<file path="src/rtl/rem_string_feeder.sv">
// Regex front end: accepts wide string words and serialises them to one char per cycle,
// marking string ends. Define REM_FEEDER_TRUNC_EN to add MAX_LEN truncation and the truncated output.
module rem_string_feeder #(
    parameter int         WORD_BYTES = 8,
    parameter logic [7:0] DELIMITER  = 8'h00,
    parameter int         MAX_LEN    = 1024
) (
    input  logic                    clk,
    input  logic                    rst,
    input  logic                    in_valid,
    output logic                    in_ready,
    input  logic [WORD_BYTES*8-1:0] in_data,
    input  logic                    in_last,
    input  logic                    out_ready,
    input  logic                    abort,
    output logic                    char_valid,
    output logic [7:0]              char_data,
    output logic                    char_last,
    output logic                    index_rewind,
`ifdef REM_FEEDER_TRUNC_EN
    output logic                    truncated,
`endif
    output logic [31:0]             strings_done
);

    localparam int PW = (WORD_BYTES > 1) ? $clog2(WORD_BYTES) : 1;
    localparam logic [PW-1:0] PTR_LAST = PW'(WORD_BYTES - 1);

    if (WORD_BYTES < 2 || WORD_BYTES > 64 || MAX_LEN < 1) begin : g_param_check
        $error("rem_string_feeder: illegal WORD_BYTES or MAX_LEN");
    end

    typedef enum logic [1:0] {S_IDLE, S_EMIT, S_SKIP} state_e;

    state_e                       state_q, state_d;
    logic [WORD_BYTES-1:0][7:0]   hold_q, hold_d;
    logic                         hold_last_q, hold_last_d;
    logic [PW-1:0]                ptr_q, ptr_d;
    logic                         char_valid_q, char_valid_d;
    logic [7:0]                   char_data_q, char_data_d;
    logic                         char_last_q, char_last_d;
    logic                         rewind_q, rewind_d;
    logic [31:0]                  done_q, done_d;

    logic [7:0] cur_byte;
    logic       at_last, nat_end, str_end, to_skip, accept;

    assign cur_byte = hold_q[ptr_q];
    assign at_last  = (ptr_q == PTR_LAST);
    assign nat_end  = (cur_byte == DELIMITER) || (hold_last_q && at_last);

`ifdef REM_FEEDER_TRUNC_EN
    localparam int LW = $clog2(MAX_LEN + 1);
    logic [LW-1:0] len_q, len_d;
    logic          trunc_q, trunc_d;
    logic          trunc_end;

    assign trunc_end = (len_q == LW'(MAX_LEN - 1)) && !nat_end;
    assign str_end   = nat_end || trunc_end;
    assign truncated = trunc_q;
`else
    assign str_end   = nat_end;
`endif

    // An end on a word without in_last leaves the rest of the string to be skipped,
    // so the next word must not be taken as fresh string data.
    assign to_skip  = str_end && !hold_last_q;
    assign in_ready = !abort &&
                      ((state_q != S_EMIT) || (out_ready && at_last && !to_skip));
    assign accept   = in_valid && in_ready;

    always_comb begin
        state_d      = state_q;
        hold_d       = hold_q;
        hold_last_d  = hold_last_q;
        ptr_d        = ptr_q;
        char_valid_d = 1'b0;
        char_data_d  = char_data_q;
        char_last_d  = 1'b0;
        rewind_d     = 1'b0;
        done_d       = done_q;
`ifdef REM_FEEDER_TRUNC_EN
        len_d        = len_q;
        trunc_d      = 1'b0;
`endif
        if (abort) begin
            state_d  = S_IDLE;
            ptr_d    = '0;
            rewind_d = 1'b1;
`ifdef REM_FEEDER_TRUNC_EN
            len_d    = '0;
`endif
        end else begin
            case (state_q)
                S_EMIT: begin
                    if (out_ready) begin
                        char_valid_d = 1'b1;
                        char_data_d  = cur_byte;
                        ptr_d        = at_last ? '0 : ptr_q + PW'(1);
`ifdef REM_FEEDER_TRUNC_EN
                        len_d        = len_q + LW'(1);
`endif
                        if (str_end) begin
                            char_last_d = 1'b1;
                            done_d      = done_q + 32'd1;
                            ptr_d       = '0;
                            state_d     = to_skip ? S_SKIP : S_IDLE;
`ifdef REM_FEEDER_TRUNC_EN
                            len_d       = '0;
                            trunc_d     = trunc_end;
`endif
                        end else if (at_last) begin
                            state_d = S_IDLE;
                        end
                    end
                end
                S_SKIP: begin
                    if (accept && in_last) state_d = S_IDLE;
                end
                default: ;
            endcase
            if (accept && state_q != S_SKIP) begin
                hold_d      = in_data;
                hold_last_d = in_last;
                ptr_d       = '0;
                state_d     = S_EMIT;
            end
        end
    end

    always_ff @(posedge clk or posedge rst) begin
        if (rst) begin
            state_q      <= S_IDLE;
            hold_last_q  <= 1'b0;
            ptr_q        <= '0;
            char_valid_q <= 1'b0;
            char_data_q  <= 8'h00;
            char_last_q  <= 1'b0;
            rewind_q     <= 1'b0;
            done_q       <= 32'd0;
`ifdef REM_FEEDER_TRUNC_EN
            len_q        <= '0;
            trunc_q      <= 1'b0;
`endif
        end else begin
            state_q      <= state_d;
            hold_last_q  <= hold_last_d;
            ptr_q        <= ptr_d;
            char_valid_q <= char_valid_d;
            char_data_q  <= char_data_d;
            char_last_q  <= char_last_d;
            rewind_q     <= rewind_d;
            done_q       <= done_d;
`ifdef REM_FEEDER_TRUNC_EN
            len_q        <= len_d;
            trunc_q      <= trunc_d;
`endif
        end
    end

    // Word payload carries no reset; validity lives in state_q.
    always_ff @(posedge clk) begin
        hold_q <= hold_d;
    end

    assign char_valid   = char_valid_q;
    assign char_data    = char_data_q;
    assign char_last    = char_last_q;
    assign index_rewind = rewind_q;
    assign strings_done = done_q;

endmodule

</file>
<file path="config.mk">
export PLATFORM = sky130hd
export DESIGN_NAME = rem_string_feeder
export DESIGN_NICKNAME = d
export VERILOG_FILES = /design/src/rtl/rem_string_feeder.sv
export SDC_FILE = /design/constraint.sdc
export NUM_CORES = 1
export LEC_CHECK = 0
export ABC_AREA = 1
export BUFFER_PORTS_ARGS = -buffer_cell sky130_fd_sc_hd__buf_2
export CORE_ASPECT_RATIO = 1.4
export CORE_MARGIN = 1
export CORE_UTILIZATION = 49
export DETAILED_ROUTE_END_ITERATION = 10
export HOLD_SLACK_MARGIN = 0.1
export PLACE_DENSITY = 0.82
export SYNTH_ARGS = -nofsm -noshare
export SYNTH_HDL_FRONTEND = slang
export SYNTH_SLANG_ARGS = --single-unit
</file>
<file path="constraint.sdc">
create_clock -name clk -period 3 [get_ports clk]
set_clock_uncertainty 0.05 [all_clocks]
set_input_delay 0.6 -clock clk [delete_from_list [all_inputs] [get_ports clk]]
set_output_delay 0.6 -clock clk [all_outputs]
set_load 0.1 [all_outputs]
</file>
==> flow_summary.json <==
{
  "synth_compound_gate_area_share_pct": 2.10,
  "layoutNonFillerInstCount": 872,
  "port_buffers": 113,
  "clockRootBuffer": "clkbuf_16",
  "pwr-share-clk_pct": 44.3,
  "p_leak_nw": 3.30,
  "final-setup-viol-count": 0,
  "nets": 794,
  "timing.final.hold_violations": 0,
  "worst_ep_arrival_time_ps": 2270,
  "clock_pin_slew_worst_setup_and_hold_paths_ps": 60,
  "cts.hold.buffers_added": 0,
  "synth_top_family_by_area": "simple AND/OR/NAND/NOR gates",
  "design.portCount": 114,
  "post_detail_place_hpwl_um": 9760,
  "worst_setup_path_start_kind": "flip-flop",
  "min_path_type": "in2async",
  "part_of_the_total_power_dissipated_in_sequential_elements_pct": 41.6,
  "cell_total_after_placement": 837,
  "grt_overflow": 0,
  "syn_nets": 667,
  "grt_pass1_vias": 4657,
  "result_of_the_run": "complete, no violations",
  "syn-cell-area_sq_mm": 0.00542,
  "maximum_net_fanout_on_the_critical_path": 12,
  "antenna_cells": 0,
  "grt_first_pass_wirelength_um": 22300,
  "place_congestion": 0.947,
  "netlist_instances": 591,
  "drt-total-wl_um": 14300,
  "dr_total_vias": 4598,
  "fillCellCount": 899,
  "syn_area_cell_sq_um": 9.16,
  "combinational_group_share_of_total_power_pct": 14.0,
  "cts_made_buffers": 17,
  "sum_neg_setup_slack_ps": 0,
  "slew-limit-headroom_pct": 64.6,
  "worst-endpoint-required_ps": 2350,
  "synth_seq_area_share_pct": 58.1,
  "floorplan.initialDensity_pct": 50.1,
  "yosys-mux-area-fraction_pct": 0,
  "grt_use_total_pct": 25.6,
  "cp_common_cell": "nand2_1",
  "synth_area_leaders": "edfxtp_1 35%, dfrtp_1 23%, nand2_1 14%",
  "syn_to_final_growth_pct": 24.9,
  "kind_of_end_point_of_the_critical_path": "output pin",
  "max-cap-violations": 0,
  "fin_crit_sh_pct": 97.4,
  "tightest_slew_ps": 527,
  "tritoncts": "yes",
  "synth_area_leader_cell": "edfxtp_1",
  "htree_num_levels": 4,
  "timing_max_transition_violations_final": 0,
  "drc": 0,
  "max_clock_freq_mhz": 342,
  "timing.critical_path.slowest_stage_cell": "dfrtp_2",
  "pre_cts_ws_ps": 359,
  "path_class": "reg2out",
  "post_synthesis_xor_xnor_area_fraction_pct": 5.01,
  "placeable_core_region_sq_mm": 0.0108,
  "critPathMaxStageDelay_ps": 460,
  "std_cell_rows": 45,
  "synth_top_area_share_pct": 35.5,
  "internal-power_mw": 3.07,
  "drt-pass1-iter-count": 5,
  "cell_chain_critical_path": "inv_4 > buf_12 > nand2_1 > nand2_1 > nand2_1 > nand3_1 > nand2_1 > nand2_1 > nor2_2 > nand3_1 > nand2_1 > a21oi_2 > buf_12",
  "fp.dieArea_sq_mm": 0.0115,
  "chipHeight_um": 126,
  "ir_worst_vdd_mv": 0.382,
  "p_sw_mw": 1.21,
  "antenna_violations_before_repair": 0,
  "finalWorstSetupSlack_ps": 78.3,
  "synthSimpleGateAreaFrac_pct": 25.9,
  "cts-root-to-sink-buffers": 2,
  "routed_wire_length_per_instance_um": 16.4,
  "synth-warning-count": 0,
  "synth_fa_ha_area_share_pct": 1.39,
  "yosys.cell_types.count": 32,
  "largest_net_degree_at_the_start_of_global_routing": 66,
  "ant_nets": 0,
  "clock_insertion_delay_at_the_later_pin_of_the_skew_report_ps": 410,
  "post-route-min-period_ps": 2920,
  "ys_seq_elements": 113,
  "netSwitchingFraction_pct": 28.3,
  "detailedRoute.firstIterationViolations": 270,
  "drive_above_1_share_pct": 22.6,
  "pwr_density_cell_mw_per_mm2": 634,
  "die_w_um": 90.8,
  "numClockSinks": 113,
  "route.detailed.vias_per_inst": 5.27
}
[path summary, 6_finish.rpt]
check / startpoint / end / slack [ps] / cells after the start
worst max-delay path: ptr_q[0] / in_ready / 80 / 13
worst min-delay path: rst / strings_done[4] / 150 / 2
worst max register to register: ptr_q[0] / hold_q[13] / 320 / 15
worst min register to register: strings_done[4] / strings_done[4] / 430 / 1
max in group asynchronous: rst / ptr_q[0] / 1960 / 3
min in group clk: in_data[62] / hold_q[62] / 310 / 1
[synth_stat cells]
cell        n
a21o_1      1
a21oi_1     2
and3_1      1
buf_1       1
buf_2       7
buf_4       2
buf_6       5
clkbuf_1    1
dfrtp_1    49
edfxtp_1   64
ha_1        6
inv_1      77
inv_2       1
nand2_1   205
nand2_2     1
nand2_4     1
nand3_1    45
nand4_1    11
nand4_2     1
nor2_1     34
nor2_2      3
nor2_4      1
nor3_1     14
nor3_4      1
nor4_1      7
nor4_2      1
o21ai_0    15
o21ai_1     1
o21ai_2     1
o21bai_1    1
xnor2_1    10
xor2_1     21
[sequential cells by signal, indices dropped and copies added (netlist names)]
name / flops
char_data: 8
char_last: 1
char_valid: 1
hold_last_q: 1
hold_q: 64
index_rewind: 1
ptr_q: 3
state_q: 2
strings_done: 32
[cell usage in the layout, fill, tap and decap left out, types with 5 or more instances in the layout]
cell / netlist / layout
buf_2: 7 / 112
buf_4: 2 / 6
clkbuf_16: 0 / 18
clkinv_1: 0 / 5
dfrtp_1: 49 / 48
edfxtp_1: 64 / 64
ha_1: 6 / 6
inv_1: 77 / 74
nand2_1: 205 / 205
nand3_1: 45 / 45
nand4_1: 11 / 11
nor2_1: 34 / 34
nor3_1: 14 / 14
nor4_1: 7 / 7
o21ai_0: 15 / 15
xnor2_1: 10 / 10
xor2_1: 21 / 21
[critical path, delay by kind of cell (launching register included)]
kind | cells | cell delay, ps
flip-flops | 1 | 460
AND/OR/NAND/NOR | 9 | 720
buffers and inverters | 3 | 460
AO/OA/AOI/OAI | 1 | 210
[final cells by class]
| class | count | area (sq um) | share of cell area (%) |
|---|---|---|---|
| timing repair buffer | 124 | 722 | 10.7 |
| inverter | 78 | 299 | 4.42 |
| multi-input combinational | 384 | 1860 | 27.6 |
| clock buffer | 19 | 433 | 6.40 |
| sequential | 113 | 3150 | 46.6 |
| clock inverter | 13 | 120 | 1.78 |
| tap | 141 | 176 | 2.61 |
[power by group through the flow]
stage	Combinational, mW	Sequential (mW)	Clock (mW)
finish	0.600	1.79	1.90
CTS	0.589	1.78	1.91
global placement	0.572	1.81	0
floorplan	0.165	2.07	0
detailed placement	0.584	1.81	0
global route	0.634	1.79	1.98
[cells by family (layout without fill, tap and decap cells)]
group           count (synthesis)  count (layout)
xor+xnor                       31              31
compound gates                 21              21
simple gates                  326             326
fa+ha+maj                       6               6
flops                         113             113
buf+inv                        94             234
[routing by layer]
metal / routed length [um] / track usage [%] / vias up
met4: 578 / 14.6 / 0
met5: 0 / 0 / -
li1: - / - / 2149
met1: 5200 / 27.3 / 2177
met3: 945 / 4.98 / 45
met2: 7540 / 46.9 / 227
[per-stage QoR]
stage               hold WS, ps  total power, mW  util, %  cell area, sq um
floorplan                   403             2.23        -              5420
global placement            416             2.38     56.9              6150
detailed placement          419             2.39     56.9              6150
global route                188             4.40     62.6              6760
CTS                         153             4.28     62.0              6700
finish                      147             4.29     62.6              6760
[what timing repair did]
item                                   in CTS  in global routing
setup endpoints to repair                   0                  1
resized for setup                           0                  7
endpoints found under the hold margin       0                  0
buffers inserted                            0                  2
Note: power is estimated with default switching activity, not from simulation.
